### src/rtl/irq_ctrl_pkg.sv
// irq_ctrl_pkg: register offsets, FSM encoding and small helpers shared by
// the interrupt controller files.
package irq_ctrl_pkg;

  // Word offsets inside the 16-byte register window.
  localparam logic [3:0] IRQ_OFF_MASK = 4'h0;
  localparam logic [3:0] IRQ_OFF_PEND = 4'h4;
  localparam logic [3:0] IRQ_OFF_MODE = 4'h8;
  localparam logic [3:0] IRQ_OFF_CUR  = 4'hC;

  // Controller states: waiting, requesting the CPU, handler running.
  typedef enum logic [1:0] {
    S_IDLE = 2'd0,
    S_REQ  = 2'd1,
    S_SVC  = 2'd2
  } irq_state_e;

  // Round-robin start position after serving source id, wrapping at n_src.
  function automatic logic [2:0] next_rr_ptr(input logic [2:0] id, input int n_src);
    if (int'(id) >= n_src - 1) begin
      return 3'd0;
    end
    return id + 3'd1;
  endfunction

endpackage

### src/rtl/irq_ctrl_if.sv
// irq_ctrl_if: bridge register bus plus the CPU interrupt handshake.
// master = bridge/CPU side, slave = interrupt controller.
interface irq_ctrl_if;
  logic [31:0] addr;
  logic        we;
  logic [31:0] wdata;
  logic [31:0] rdata;
  logic        int_req;
  logic [2:0]  int_id;
  logic        int_ack;

  modport master (
    output addr, we, wdata, int_ack,
    input  rdata, int_req, int_id
  );

  modport slave (
    input  addr, we, wdata, int_ack,
    output rdata, int_req, int_id
  );
endinterface

### src/rtl/irq_ctrl_prio_enc.sv
// irq_prio_enc: combinational rotating priority encoder. Searches req
// upward starting at index start (wrapping) and returns the first hit.
// With start fixed at 0 it degenerates to lowest-index-wins.
module irq_prio_enc #(
  parameter int N_SRC = 6
) (
  input  logic [N_SRC-1:0] req,
  input  logic [2:0]       start,
  output logic             valid,
  output logic [2:0]       idx
);

  logic [N_SRC-1:0] w_rot;
  logic [2:0]       w_off;
  logic [3:0]       w_sum;

  // Rotate req so that bit 0 of w_rot corresponds to source 'start'.
  for (genvar gi = 0; gi < N_SRC; gi++) begin : g_rot
    logic [3:0] w_j;
    logic [2:0] w_k;
    assign w_j = 4'(gi) + {1'b0, start};
    assign w_k = 3'((w_j >= 4'(N_SRC)) ? (w_j - 4'(N_SRC)) : w_j);
    assign w_rot[gi] = req[w_k];
  end

  assign valid = |req;

  // Lowest set bit of the rotated vector is the first requester at/after start.
  always_comb begin
    w_off = 3'd0;
    for (int k = N_SRC - 1; k >= 0; k--) begin
      if (w_rot[k]) begin
        w_off = 3'(k);
      end
    end
  end

  assign w_sum = {1'b0, start} + {1'b0, w_off};
  assign idx   = (w_sum >= 4'(N_SRC)) ? 3'(w_sum - 4'(N_SRC)) : w_sum[2:0];

endmodule

### src/rtl/irq_ctrl.sv
// irq_ctrl: memory-mapped external interrupt controller.
// Latches device lines into PEND (edge or level per MODE), masks them,
// picks a winner, requests the CPU, and waits for ack then EOI.
// Optional feature macro: IRQ_RR_PRIO_EN (round-robin arbitration, with
// the rotation pointer readable in CUR[7:4]); default is fixed priority.
module irq_ctrl #(
  parameter int          N_SRC     = 6,
  parameter logic [31:0] BASE_ADDR = 32'h7f20
) (
  input  logic             clk,
  input  logic             reset,
  input  logic [N_SRC-1:0] src,
  irq_ctrl_if.slave        bus
);
  import irq_ctrl_pkg::*;

  logic [N_SRC-1:0] r_src_q;
  logic [N_SRC-1:0] r_src_qq;
  logic [N_SRC-1:0] r_mask;
  logic [N_SRC-1:0] r_mode;
  logic [N_SRC-1:0] r_pend;
  logic [N_SRC-1:0] w_pend_next;
  logic [N_SRC-1:0] w_edge;
  logic [N_SRC-1:0] w_active;
  logic [N_SRC-1:0] w_id_sel;

  irq_state_e r_state;
  irq_state_e w_state_next;
  logic       r_int_req;
  logic       w_int_req_next;
  logic [2:0] r_int_id;
  logic [2:0] w_int_id_next;

  logic       w_in_win;
  logic [3:0] w_off;
  logic       w_wr_mask;
  logic       w_wr_pend;
  logic       w_wr_mode;
  logic       w_wr_cur;
  logic       w_ack;
  logic       w_cur_active;
  logic       w_win_valid;
  logic [2:0] w_win_idx;
  logic [2:0] w_start;
  logic [3:0] w_ptr_field;
  logic [31:0] w_rdata;

  // Address decode: the window is 16-byte aligned, offsets are exact words.
  assign w_in_win  = (bus.addr[31:4] == BASE_ADDR[31:4]);
  assign w_off     = bus.addr[3:0];
  assign w_wr_mask = bus.we & w_in_win & (w_off == IRQ_OFF_MASK);
  assign w_wr_pend = bus.we & w_in_win & (w_off == IRQ_OFF_PEND);
  assign w_wr_mode = bus.we & w_in_win & (w_off == IRQ_OFF_MODE);
  assign w_wr_cur  = bus.we & w_in_win & (w_off == IRQ_OFF_CUR);

  // Acks only count while a request is actually outstanding.
  assign w_ack = bus.int_ack & (r_state == S_REQ);

`ifdef IRQ_RR_PRIO_EN
  logic [2:0] r_rr_ptr;

  // Move the search start just past each acknowledged source.
  always_ff @(posedge clk or posedge reset) begin
    if (reset) begin
      r_rr_ptr <= 3'd0;
    end else if (w_ack) begin
      r_rr_ptr <= next_rr_ptr(r_int_id, N_SRC);
    end
  end

  assign w_start     = r_rr_ptr;
  assign w_ptr_field = {1'b0, r_rr_ptr};
`else
  assign w_start     = 3'd0;
  assign w_ptr_field = 4'd0;
`endif

  assign w_edge   = r_src_q & ~r_src_qq;
  assign w_active = r_pend & r_mask;

  // Per-source pending logic: edge bits latch (set beats clear), level bits follow src_q.
  for (genvar gi = 0; gi < N_SRC; gi++) begin : g_pend
    logic w_clr;
    assign w_id_sel[gi]    = (r_int_id == 3'(gi));
    assign w_clr           = (w_ack & w_id_sel[gi]) | (w_wr_pend & bus.wdata[gi]);
    assign w_pend_next[gi] = r_mode[gi] ? (w_edge[gi] | (r_pend[gi] & ~w_clr))
                                        : r_src_q[gi];
  end

  // The current request is still justified only while its source stays pending and enabled.
  assign w_cur_active = |(w_active & w_id_sel);

  irq_prio_enc #(
    .N_SRC (N_SRC)
  ) u_prio_enc (
    .req   (w_active),
    .start (w_start),
    .valid (w_win_valid),
    .idx   (w_win_idx)
  );

  // Sample device lines, keep edge history, hold control and pending registers.
  always_ff @(posedge clk or posedge reset) begin
    if (reset) begin
      r_src_q  <= '0;
      r_src_qq <= '0;
      r_mask   <= '0;
      r_mode   <= '0;
      r_pend   <= '0;
    end else begin
      r_src_q  <= src;
      r_src_qq <= r_src_q;
      r_pend   <= w_pend_next;
      if (w_wr_mask) begin
        r_mask <= bus.wdata[N_SRC-1:0];
      end
      if (w_wr_mode) begin
        r_mode <= bus.wdata[N_SRC-1:0];
      end
    end
  end

  // FSM state plus the registered request/id outputs.
  always_ff @(posedge clk or posedge reset) begin
    if (reset) begin
      r_state   <= S_IDLE;
      r_int_req <= 1'b0;
      r_int_id  <= 3'd0;
    end else begin
      r_state   <= w_state_next;
      r_int_req <= w_int_req_next;
      r_int_id  <= w_int_id_next;
    end
  end

  // Next-state logic: request on any enabled pending source, then ack, then EOI.
  always_comb begin
    w_state_next   = r_state;
    w_int_req_next = r_int_req;
    w_int_id_next  = r_int_id;
    case (r_state)
      S_IDLE: begin
        if (w_win_valid) begin
          w_state_next   = S_REQ;
          w_int_req_next = 1'b1;
          w_int_id_next  = w_win_idx;
        end
      end
      S_REQ: begin
        if (bus.int_ack) begin
          w_state_next   = S_SVC;
          w_int_req_next = 1'b0;
        end else if (!w_cur_active) begin
          w_state_next   = S_IDLE;
          w_int_req_next = 1'b0;
          w_int_id_next  = 3'd0;
        end
      end
      S_SVC: begin
        if (w_wr_cur) begin
          w_state_next  = S_IDLE;
          w_int_id_next = 3'd0;
        end
      end
      default: begin
        w_state_next   = S_IDLE;
        w_int_req_next = 1'b0;
        w_int_id_next  = 3'd0;
      end
    endcase
  end

  // Register read mux; CUR packs in_svc at bit 3 above the 3-bit id.
  always_comb begin
    w_rdata = 32'd0;
    if (w_in_win) begin
      case (w_off)
        IRQ_OFF_MASK: w_rdata = 32'(r_mask);
        IRQ_OFF_PEND: w_rdata = 32'(r_pend);
        IRQ_OFF_MODE: w_rdata = 32'(r_mode);
        IRQ_OFF_CUR:  w_rdata = {24'd0, w_ptr_field, (r_state == S_SVC), r_int_id};
        default:      w_rdata = 32'd0;
      endcase
    end
  end

  assign bus.rdata   = w_rdata;
  assign bus.int_req = r_int_req;
  assign bus.int_id  = r_int_id;

endmodule

### src/flat_wrapper.sv
// flat-port wrapper written by rule: the top's interface ports become plain ports
module irq_ctrl_flat import irq_ctrl_pkg::*;
#(
  parameter int          N_SRC     = 6,
  parameter logic [31:0] BASE_ADDR = 32'h7f20
)
  (clk, reset, src, bus_addr, bus_we, bus_wdata, bus_int_ack, bus_rdata, bus_int_req, bus_int_id);
  irq_ctrl_if bus_i ();
  input  logic clk;
  input  logic reset;
  input  logic [N_SRC-1:0] src;
  input wire logic [$bits(bus_i.addr)-1:0] bus_addr;
  input wire logic [$bits(bus_i.we)-1:0] bus_we;
  input wire logic [$bits(bus_i.wdata)-1:0] bus_wdata;
  input wire logic [$bits(bus_i.int_ack)-1:0] bus_int_ack;
  output wire logic [$bits(bus_i.rdata)-1:0] bus_rdata;
  output wire logic [$bits(bus_i.int_req)-1:0] bus_int_req;
  output wire logic [$bits(bus_i.int_id)-1:0] bus_int_id;
  assign bus_i.addr = bus_addr;
  assign bus_i.we = bus_we;
  assign bus_i.wdata = bus_wdata;
  assign bus_i.int_ack = bus_int_ack;
  assign bus_rdata = bus_i.rdata;
  assign bus_int_req = bus_i.int_req;
  assign bus_int_id = bus_i.int_id;
  irq_ctrl #(.N_SRC(N_SRC), .BASE_ADDR(BASE_ADDR)) u_core (.clk(clk), .reset(reset), .src(src), .bus(bus_i));
endmodule
### config.mk
export PLATFORM = sky130hd
export DESIGN_NAME = irq_ctrl_flat
export DESIGN_NICKNAME = d
export VERILOG_FILES = /design/src/rtl/irq_ctrl_pkg.sv /design/src/rtl/irq_ctrl_if.sv /design/src/rtl/irq_ctrl_prio_enc.sv /design/src/rtl/irq_ctrl.sv /design/src/flat_wrapper.sv
export SDC_FILE = /design/constraint.sdc
export NUM_CORES = 1
export LEC_CHECK = 0
export ABC_AREA = 0
export CAP_MARGIN = 40
export CORE_UTILIZATION = 33
export CTS_BUF_LIST = sky130_fd_sc_hd__clkbuf_8
export DETAILED_ROUTE_END_ITERATION = 12
export PLACE_DENSITY_LB_ADDON = 0.1
export SETUP_SLACK_MARGIN = 0.2
export SYNTH_ARGS = -nofsm -noshare
export SYNTH_HDL_FRONTEND = slang
export SYNTH_SLANG_ARGS = --single-unit
export TNS_END_PERCENT = 1
### constraint.sdc
create_clock -name clk -period 2.25 [get_ports clk]
set_clock_uncertainty 0.05 [all_clocks]
set_input_delay 0.45 -clock clk [delete_from_list [all_inputs] [get_ports clk]]
set_output_delay 0.45 -clock clk [all_outputs]
set_load 0.02 [all_outputs]
==> flow_metrics.tcl <==
set metrics [dict create \
    achievable-frequency_mhz 454 \
    postSynthAreaPerCell_um2 10.2 \
    clkLatencyLatePin_ns 0.29 \
    synth-edff-count 0 \
    remaining_drc_errors 0 \
    r2r_cells 6 \
    flip_flop_and_latch_count_after_synthesis 36 \
    grt_first_pass_wirelength_mm 8.34 \
    required_time_of_the_critical_path_ns 2.37 \
    clk_transition_reported_paths_ns 0.08 \
    timing.final.crit_share 0.980 \
    path_class "primary input to flop" \
    postRouteWirelength_mm 5.14 \
    peakVddDrop_v 0.000342 \
    number_of_antenna_violations_at_the_first_check_in_global_routing 0 \
    endpoint_kind "flop" \
    gp_routability_congestion 0.791 \
    slew_viol_final 0 \
    buffer_ports.inserted 57 \
    critical_path.reg2reg.startpoint "u_core.bus.int_id[2]" \
    timing.critical_path.fanout_max 3 \
    cp_data_arrival_time_ns 2.33 \
    result_of_the_run "finished, final reports clean" \
    drtAntennaViolNets 0 \
    synthDominantAreaCellType "sky130_fd_sc_hd__dfrtp_1" \
    power_density_nw_per_um2 508 \
    finalHoldWorstSlack_ns 0.323 \
    dp.final_hpwl_mm 3.86 \
    cts-buffers-inserted 5 \
    placedCellCount 345 \
    ys_seq_area_frac 0.441 \
    antennaDiodeCount 0 \
    drt_first_pass_iters 5 \
    syn_area_um2 2040 \
    cts.htree.levels 2 \
    synth.most_common_cell "sky130_fd_sc_hd__dfrtp_1" \
    holdBufCountCts 0 \
    instances_no_fill 355 \
    routedWlPerCell_um 14.5 \
    die_x_um 80.6 \
    async_flop_share 1.00 \
    final_layout_setup_total_negative_slack_ns 0 \
    yosys.cell_types.count 45 \
    utilization_after_layout 0.486 \
    static-leakage-power_uw 0.00133 \
    rsz_0062_raised_after_global_routing "true" \
    routed-via-count 1719 \
    grt_max_degree 37 \
    core_area_um2 5960 \
    vias_per_cell 4.84 \
    std_cell_rows 28 \
    boundaryPins 110 \
    yosys_warnings 0 \
    post_synth_inst_count 201 \
    cts_tree "yes" \
    dieArea_um2 6500 \
    timing.critical_path.from "bus_addr[4]" \
    synth.area.top_cells "sky130_fd_sc_hd__dfrtp_1, sky130_fd_sc_hd__buf_4, sky130_fd_sc_hd__nand2_1, sky130_fd_sc_hd__mux2_4, sky130_fd_sc_hd__mux2_1" \
    start_util 0.343 \
    critical_path.endpoint "u_core.r_mode[1]" \
    synthFlopType "sky130_fd_sc_hd__dfrtp_1" \
    setup-violations-final 0 \
    number_of_buffers_on_the_longest_clock_path 2 \
    drt-initial-drc-count 96 \
    cap_viol_max_count 0 \
    post_route_cells_drive_above_1_share 0.314 \
    worst_hold_path_type "flop to flop" \
    ff2ff_setup_slack_ns 0.35 \
    syn2layout_area_growth_pct 41.9 \
    clk_root_buffer_cell "sky130_fd_sc_hd__clkbuf_8" \
    report.final.hold_viol_count 0 \
    total_power_uw 1470 \
    die_height_um 80.6 \
    reg2reg_to "u_core.bus.int_id[2]" \
    number_of_global_route_vias_before_repair 1611 \
    yosys.area.top_type_share 0.441 \
    min_period_ns 2.21 \
    grt_remaining_overflow 0 \
    track_usage 0.174 \
    startpoint_type "primary input" \
    nNetsFinal 353 \
    netlist_top_cells_count "sky130_fd_sc_hd__dfrtp_1, sky130_fd_sc_hd__buf_4, sky130_fd_sc_hd__nand2_1" \
    clkSinkCount 36 \
]
[per-layer routing]
layer | up-vias | wire length, um | GRT usage
met5 | - | 0 | 0
met4 | 0 | 33 | 0.0536
met3 | 4 | 230 | 0.0420
met2 | 55 | 2590 | 0.267
met1 | 834 | 2280 | 0.240
li1 | 826 | - | -
[state kept, by name, indices dropped and copies added, names as in the netlist]
register            flops
u_core.r_mode           6
u_core.r_src_qq         6
u_core.r_pend           6
u_core.r_state          2
u_core.r_mask           6
u_core.bus.int_req      1
u_core.r_src_q          6
u_core.bus.int_id       3
[repair_timing]
action | CTS | global route
pin swaps | 15 | 11
gates resized for setup | 128 | 21
buffers inserted | 2 | 0
hold endpoints to repair | 0 | 0
setup endpoints to repair | 28 | 24
[critical path, stage by stage]
cell and delay (ns):
sky130_fd_sc_hd__buf_6 0.09, sky130_fd_sc_hd__nor4bb_2 0.27, sky130_fd_sc_hd__nand4_1 0.16, sky130_fd_sc_hd__buf_4 0.17, sky130_fd_sc_hd__or3_4 0.37, sky130_fd_sc_hd__or3_4 0.36
sky130_fd_sc_hd__buf_6 0.15, sky130_fd_sc_hd__mux2_4 0.29
[worst min path at each step]
stage | depth (start not counted) | slack, ns | from | end
6_report | 0 | 0.32 | u_core.r_src_q[0] | u_core.r_src_qq[0]
5_1_grt | 0 | 0.34 | u_core.r_src_q[0] | u_core.r_src_qq[0]
4_1_cts | 0 | 0.33 | u_core.r_src_q[0] | u_core.r_src_qq[0]
3_5_place_dp | 0 | 0.31 | u_core.r_src_q[0] | u_core.r_src_qq[0]
3_3_place_gp | 0 | 0.30 | u_core.r_src_q[0] | u_core.r_src_qq[0]
2_1_floorplan | 0 | 0.30 | u_core.r_src_q[0] | u_core.r_src_qq[0]
[metrics by stage]
stage,worst slack (ns),cell area (um^2)
2_1_floorplan,0.0477,2160
3_3_place_gp,-0.865,2740
3_5_place_dp,-0.924,2740
4_1_cts,0.0154,2880
5_1_grt,0.0129,2900
6_report,0.0450,2900
[cells in the final DEF (no fill, tap or decap), types with 3 or more instances in the layout]
cell type                         count
sky130_fd_sc_hd__dfrtp_1             36
sky130_fd_sc_hd__nand2_1             26
sky130_fd_sc_hd__conb_1              26
sky130_fd_sc_hd__buf_4               22
sky130_fd_sc_hd__clkdlybuf4s50_1     19
sky130_fd_sc_hd__mux2_4              12
sky130_fd_sc_hd__buf_2               11
sky130_fd_sc_hd__buf_6               11
sky130_fd_sc_hd__nor2_1              10
sky130_fd_sc_hd__inv_1                7
sky130_fd_sc_hd__a31oi_1              7
sky130_fd_sc_hd__clkbuf_8             6
sky130_fd_sc_hd__clkdlybuf4s15_1      6
sky130_fd_sc_hd__or3_4                5
sky130_fd_sc_hd__a21oi_1              5
sky130_fd_sc_hd__clkbuf_2             5
sky130_fd_sc_hd__nand3_1              4
sky130_fd_sc_hd__nor2b_1              4
sky130_fd_sc_hd__a22o_1               4
sky130_fd_sc_hd__dlygate4sd2_1        4
sky130_fd_sc_hd__nor4_4               3
sky130_fd_sc_hd__nor3_1               3
sky130_fd_sc_hd__mux2i_1              3
sky130_fd_sc_hd__mux4_2               3
[area by class of cell]
class	instances	area (um^2)
Fill cell	597	3060
Timing Repair Buffer	79	667
Multi-Input combinational cell	150	1110
Tap cell	75	93.8
Inverter	7	26.3
Clock buffer	6	82.6
Sequential cell	36	901
Clock inverter	2	13.8
[power by group]
part | total (uW) | internal (uW) | switching (uW) | leakage [uW]
logic | 283 | 139 | 144 | 0.000842
registers | 696 | 679 | 16.7 | 0.000440
clock network | 492 | 250 | 242 | 0.0000516
total | 1470 | 1070 | 402 | 0.00133
[logic make-up after synthesis]
kind of cell	count (synthesis)	synth area share
AO/OA/AOI/OAI	32	0.115
buffers and inverters	40	0.123
multiplexers	18	0.125
AND/OR/NAND/NOR	74	0.194
flip-flops	36	0.441
other	1	0.00184
Power figures use the tool's default switching activity.
